**src/rtl/lfsr_stream_cipher.sv**
```systemverilog
// lfsr_stream_cipher: byte-stream XOR cipher keyed by a Fibonacci LFSR.
// Define LFSR_CIPHER_PERR_EN to build the decrypt parity checker.
module lfsr_stream_cipher #(
    parameter int unsigned       LFSR_W   = 7,
    parameter int unsigned       DATA_W   = 8,
    parameter logic [DATA_W-1:0] PAD_CHAR = 8'h20
) (
    input  logic              Clk,
    input  logic              Reset,
    input  logic              cfg_load,
    input  logic [LFSR_W-1:0] cfg_taps,
    input  logic [LFSR_W-1:0] cfg_seed,
    input  logic [1:0]        cfg_mode,
    input  logic              in_valid,
    output logic              in_ready,
    input  logic [DATA_W-1:0] in_data,
    output logic              out_valid,
    input  logic              out_ready,
    output logic [DATA_W-1:0] out_data,
    output logic              out_perr,
    output logic              seed_err,
    output logic [LFSR_W-1:0] seed_out,
    output logic [7:0]        perr_cnt
);

    localparam int PW = DATA_W - 1;

    typedef enum logic [1:0] {
        UNCFG = 2'd0,
        SEED  = 2'd1,
        RUN   = 2'd2
    } fsm_e;

    fsm_e              fsm_q, fsm_d;
    logic [LFSR_W-1:0] taps_q, taps_d;
    logic [LFSR_W-1:0] lfsr_q, lfsr_d;
    logic [LFSR_W-1:0] seed_q, seed_d;
    logic [1:0]        mode_q, mode_d;
    logic              out_valid_q, out_valid_d;
    logic [DATA_W-1:0] out_data_q, out_data_d;
    logic              out_perr_q, out_perr_d;
    logic              seed_err_q, seed_err_d;
    logic [7:0]        perr_cnt_q, perr_cnt_d;

    logic              in_fire;
    logic              chk_err;
    logic [PW-1:0]     ks;
    logic [PW-1:0]     xored;
    logic [LFSR_W-1:0] rec_seed;
    logic [LFSR_W-1:0] cfg_seed_nz;

    function automatic logic [LFSR_W-1:0] lfsr_step(
        input logic [LFSR_W-1:0] s,
        input logic [LFSR_W-1:0] t
    );
        return {s[LFSR_W-2:0], ^(s & t)};
    endfunction

    assign in_ready = (fsm_q != UNCFG) && !cfg_load &&
                      (!out_valid_q || out_ready);
    assign in_fire  = in_valid && in_ready;

    assign ks          = PW'(lfsr_q);
    assign xored       = in_data[PW-1:0] ^ ks;
    assign rec_seed    = in_data[LFSR_W-1:0] ^ PAD_CHAR[LFSR_W-1:0];
    assign cfg_seed_nz = (cfg_seed == '0) ? LFSR_W'(1) : cfg_seed;

`ifdef LFSR_CIPHER_PERR_EN
    assign chk_err = in_data[DATA_W-1] ^ (^in_data[PW-1:0]);
`else
    logic msb_unused;
    assign msb_unused = in_data[DATA_W-1];
    assign chk_err    = 1'b0;
`endif

    always_comb begin
        fsm_d       = fsm_q;
        taps_d      = taps_q;
        lfsr_d      = lfsr_q;
        seed_d      = seed_q;
        mode_d      = mode_q;
        out_valid_d = out_valid_q;
        out_data_d  = out_data_q;
        out_perr_d  = out_perr_q;
        seed_err_d  = seed_err_q;
        perr_cnt_d  = perr_cnt_q;

        if (cfg_load) begin
            // Restart: pending output is dropped, any input this cycle is refused.
            taps_d      = cfg_taps;
            seed_d      = cfg_seed_nz;
            lfsr_d      = cfg_seed_nz;
            mode_d      = (cfg_mode == 2'd3) ? 2'd1 : cfg_mode;
            fsm_d       = (cfg_mode == 2'd2) ? SEED : RUN;
            out_valid_d = 1'b0;
            out_perr_d  = 1'b0;
            seed_err_d  = 1'b0;
            perr_cnt_d  = 8'd0;
        end else begin
            if (out_valid_q && out_ready) begin
                out_valid_d = 1'b0;
`ifdef LFSR_CIPHER_PERR_EN
                if (out_perr_q && perr_cnt_q != 8'hFF)
                    perr_cnt_d = perr_cnt_q + 8'd1;
`endif
            end
            if (in_fire) begin
                out_valid_d = 1'b1;
                unique case (1'b1)
                    fsm_q == SEED: begin
                        out_data_d = PAD_CHAR;
                        out_perr_d = chk_err;
                        if (rec_seed == '0) begin
                            seed_err_d = 1'b1;
                        end else begin
                            seed_d = rec_seed;
                            lfsr_d = lfsr_step(rec_seed, taps_q);
                            fsm_d  = RUN;
                        end
                    end
                    mode_q == 2'd0: begin
                        out_data_d = {^xored, xored};
                        out_perr_d = 1'b0;
                        lfsr_d     = lfsr_step(lfsr_q, taps_q);
                    end
                    default: begin
                        out_data_d = {1'b0, xored};
                        out_perr_d = chk_err;
                        lfsr_d     = lfsr_step(lfsr_q, taps_q);
                    end
                endcase
            end
        end
    end

    always_ff @(posedge Clk) begin
        if (!Reset) begin
            fsm_q       <= UNCFG;
            taps_q      <= '0;
            lfsr_q      <= '0;
            seed_q      <= '0;
            mode_q      <= '0;
            out_valid_q <= 1'b0;
            out_data_q  <= '0;
            out_perr_q  <= 1'b0;
            seed_err_q  <= 1'b0;
            perr_cnt_q  <= '0;
        end else begin
            fsm_q       <= fsm_d;
            taps_q      <= taps_d;
            lfsr_q      <= lfsr_d;
            seed_q      <= seed_d;
            mode_q      <= mode_d;
            out_valid_q <= out_valid_d;
            out_data_q  <= out_data_d;
            out_perr_q  <= out_perr_d;
            seed_err_q  <= seed_err_d;
            perr_cnt_q  <= perr_cnt_d;
        end
    end

    assign out_valid = out_valid_q;
    assign out_data  = out_data_q;
    assign out_perr  = out_perr_q;
    assign seed_err  = seed_err_q;
    assign seed_out  = seed_q;
    assign perr_cnt  = perr_cnt_q;

endmodule

```
**config.mk**
```make
export PLATFORM = sky130hd
export DESIGN_NAME = lfsr_stream_cipher
export DESIGN_NICKNAME = d
export VERILOG_FILES = /design/src/rtl/lfsr_stream_cipher.sv
export SDC_FILE = /design/constraint.sdc
export NUM_CORES = 1
export LEC_CHECK = 0
export BUFFER_PORTS_ARGS = -buffer_cell sky130_fd_sc_hd__buf_2
export CAP_MARGIN = 20
export CORE_MARGIN = 2
export CORE_UTILIZATION = 45
export DETAILED_ROUTE_END_ITERATION = 8
export GPL_ROUTABILITY_DRIVEN = 1
export PLACE_DENSITY = 0.71
export SYNTH_ARGS = -nofsm -noshare
export SYNTH_HDL_FRONTEND = slang
export SYNTH_SLANG_ARGS = --single-unit
export TNS_END_PERCENT = 10
```
**constraint.sdc**
```tcl
create_clock -name Clk -period 1.6 [get_ports Clk]
set_input_delay 0 -clock Clk [delete_from_list [all_inputs] [get_ports Clk]]
set_output_delay 0 -clock Clk [all_outputs]
set_load 0.03 [all_outputs]
```
==> flow_summary_export.csv <==
group,metric,value,unit
power,vdd_ir_drop_max,427,uV
layout,drive_gt1_share,25.2,%
sta,finalClockSkew,0.00428,ns
routing,met1_length,2160,um
setup_path,critical_path_class,"reg2reg",
cts,clock_tree.buffer_depth,2,
cts,cts.reportedPaths.clkPinSlew,0.07,ns
grt,grt_pass1_wl,7370,um
floorplan,placementRows,23,
power,p_leak,1.05,nW
yosys,ys.flop_type,"dfxtp_1",
cts,cts-root-buf,"clkbuf_8",
layout,final_core_util,59.4,%
setup_path,crit_chain,"nor2b_1 -> buf_4 -> a31oi_4 -> a222oi_1 -> nor2b_1",
sta,tightest_slew,0.527,ns
placed_design,io_buffers,45,
sta,slew_violations,0,
layout,seqCellArea,702,sq um
yosys,synth_top_cell_by_area,"dfxtp_1",
routing,ant_nets,0,
routing,drtIter0Drc,84,
layout,instances_no_fill,320,
routing,wl,4450,um
floorplan,start_util,47.6,%
setup_path,critPathSlowestCell,"dfxtp_1",
routing,vias,1669,
placed_design,hpwlAfterDp,3190,um
layout,n_antenna_cell,0,
power,p_sw_share,28.3,%
yosys,synth_edf_count,0,
setup_path,worst_setup_path_end_kind,"register",
cts,clock_latency,0.29,ns
yosys,synth_top_cells_by_area,"dfxtp_1, nor2b_1, mux2i_1",
setup_path,worstPathMaxFanout,9,
layout,fin_nets,298,
floorplan,fp.dieH,69.8,um
cts,cts_sinks,35,
routing,vias_per_cell,5.22,
yosys,seq_area_frac_synth,36.0,%
layout,multi_input_area,0.00115,sq mm
setup_path,ff2ff_setup_slack,0.04,ns
cts,cts_made_buffers,5,
setup_path,crit_arrival,1.74,ns
outcome,status,"complete, no violations",
power,total_power,2.13,mW
yosys,synth.distinct_cells,40,
grt,antenna_found_initial,0,
yosys,synthesis.area,0.00195,sq mm
yosys,ys_ff_latch,35,
setup_path,crit_start,"fsm_q[0]$_SDFFE_PN0P_",
sta,period_minus_slack,1.56,ns
routing,drc_errors,0,
yosys,synth_top_area_share,36.0,%
setup_path,critPathCapture,"seed_out[0]$_SDFFE_PN0P_",
yosys,syn_inst,209,
sta,rsz0062_at_grt,"true",
floorplan,core,0.00409,sq mm
sta,setup-violations-final,0,
floorplan,die_w,69.8,um
setup_path,rr_endpoint,"seed_out[0]$_SDFFE_PN0P_",
power,internal_power,1.53,mW
setup_path,cp_common_cell,"nor2b_1",
grt,grt_usage,18.8,%
power,p_clk_share,33.2,%
sta,period_share,97.6,%
setup_path,ff2ff_path_depth,5,
worst_hold_path,hold_class,"in2reg",
grt,grt-ovfl-total,0,
yosys,yosysWarnings,0,
routing,maxUsedRoutingLayer,"met4",
cts,htree_levels,2,
power,pwr-share-seq,44.8,%
cts,cts_setup_buffers,0,
yosys,async_flop_share,0,%
layout,fill_cells,354,
placed_design,dp_cells,300,
sta,fmax,0.640,GHz
routing,wl_per_cell,13.9,um
cts,cts_tree,"done",
routing,met2_length,1980,um
setup_path,required,1.77,ns
sta,relSlewSlack,64.9,%
routing,met3_length,259,um
setup_path,cp_slowest_stage_delay,0.33,ns
run,maxCapViolCount,0,
power,combPwrFrac,22.0,%
setup_path,r2r_start,"fsm_q[0]$_SDFFE_PN0P_",
yosys,postSynthAreaPerCell,9.32,sq um
routing,drt_pass1_iterations,4,
power,switching_power,602,uW
power,powerDensity,878,mW/mm^2
grt,first_global_vias,1577,
floorplan,dieArea,0.00487,sq mm
layout,syn2layout_area_growth,24.7,%
setup_path,cp-start-kind,"register",
floorplan,io_pins,56,
placed_design,gp_congestion,0.794,
sta,hold_violations,0,
sta,setup_tns,0,ns
grt,grt_max_degree,36,
[Yosys cell counts (2+ instances only)]
| cell type | number |
|---|---|
| a31oi_1 | 6 |
| nor2b_1 | 24 |
| nand3_1 | 3 |
| nand2b_1 | 3 |
| mux2i_1 | 14 |
| a222oi_1 | 7 |
| a21oi_1 | 8 |
| a21boi_0 | 6 |
| dfxtp_1 | 35 |
| o21ai_0 | 7 |
| xnor2_1 | 15 |
| nor2_1 | 4 |
| nor3_1 | 6 |
| buf_2 | 2 |
| xnor3_1 | 4 |
| buf_4 | 10 |
| and3_1 | 4 |
| inv_1 | 2 |
| clkbuf_1 | 6 |
| xor2_1 | 2 |
| nand2_1 | 22 |
[power groups by stage]
stage	Combinational, mW	Sequential [mW]	Clock, mW
after floorplan	0.304	1.00	0
after global placement	0.440	0.972	0
after detailed placement	0.444	0.973	0
after CTS	0.469	0.954	0.726
after global routing	0.513	0.960	0.767
final	0.468	0.955	0.709
[layout make-up]
class,count,area share (%)
sequential,35,28.9
multi-input combinational,160,47.4
clock buffer,8,4.12
tap,50,2.58
timing repair buffer,65,16.7
inverter,2,0.309
[state kept, by name (all words and copies together), names as in the netlist]
| register | cells |
|---|---|
| out_data | 8 |
| ks | 7 |
| seed_out | 7 |
| taps_q | 7 |
| fsm_q | 2 |
| mode_q | 2 |
| out_valid | 1 |
| seed_err | 1 |
[metal layers]
metal	up-vias	GRT usage (%)
li1	836	-
met1	769	25.0
met2	58	29.3
met3	6	5.23
met4	0	6.20
met5	-	0
[through the flow]
stage	setup slack, ns	instance area (sq um)	hold WS [ns]
finish	0.0380	2430	0.00805
global route	-0.0668	2430	0.00282
CTS	0.0129	2420	0.00197
detailed placement	0.0389	2200	0.263
global placement	0.0694	2200	0.257
floorplan	0.0314	1980	0.138
[cells by family after synthesis]
logic type	Yosys count	share of synthesized area, %
simple gates	75	22.3
mux	14	7.20
buf+inv	22	6.68
flops	35	36.0
compound gates	41	15.4
other cells	1	0.193
xor+xnor	21	12.3
[how the worst min path moves through the flow]
| stage | from | endpoint | slack, ns | cells after the start |
|---|---|---|---|---|
| finish | cfg_seed[5] | ks[5]$_SDFFE_PN0P_ | 0.008 | 3 |
| global route | cfg_seed[5] | ks[5]$_SDFFE_PN0P_ | 0.003 | 3 |
| CTS | cfg_seed[5] | ks[5]$_SDFFE_PN0P_ | 0.002 | 3 |
| detailed placement | cfg_taps[5] | taps_q[5]$_SDFFE_PN0P_ | 0.26 | 3 |
| global placement | cfg_taps[4] | taps_q[4]$_SDFFE_PN0P_ | 0.26 | 3 |
| floorplan | Reset | ks[0]$_SDFFE_PN0P_ | 0.14 | 2 |
[placed cells by master (no fill, tap or decap), types with 2 or more instances in the layout]
cell type	Yosys	layout
nor2b_1	24	24
a31oi_1	6	6
nand2b_1	3	3
and3_1	4	4
o21ai_0	7	7
nand2_1	22	22
conb_1	1	9
clkbuf_8	0	7
a21boi_0	6	6
dfxtp_1	35	34
nor3_1	6	6
dlygate4sd3_1	0	12
nand3_1	3	2
a21oi_1	8	8
mux2i_1	14	14
xnor3_1	4	4
nor2_1	4	4
buf_4	10	8
xor2_1	2	2
buf_2	2	45
inv_1	2	2
a222oi_1	7	7
xnor2_1	15	15
[what timing repair did]
item | 4_1_cts | 5_1_grt
gates resized for setup | 0 | 2
setup endpoints to repair | 0 | 16
hold endpoints to repair | 12 | 0
hold buffers | 12 | 0
[critical path, delay by kind of cell (launching register included)]
family / cells / cell delay (ns)
buf+inv: 1 / 0.27
simple gates: 2 / 0.36
flops: 1 / 0.33
compound gates: 2 / 0.48
No activity file was read; power rests on OpenSTA's default activity.
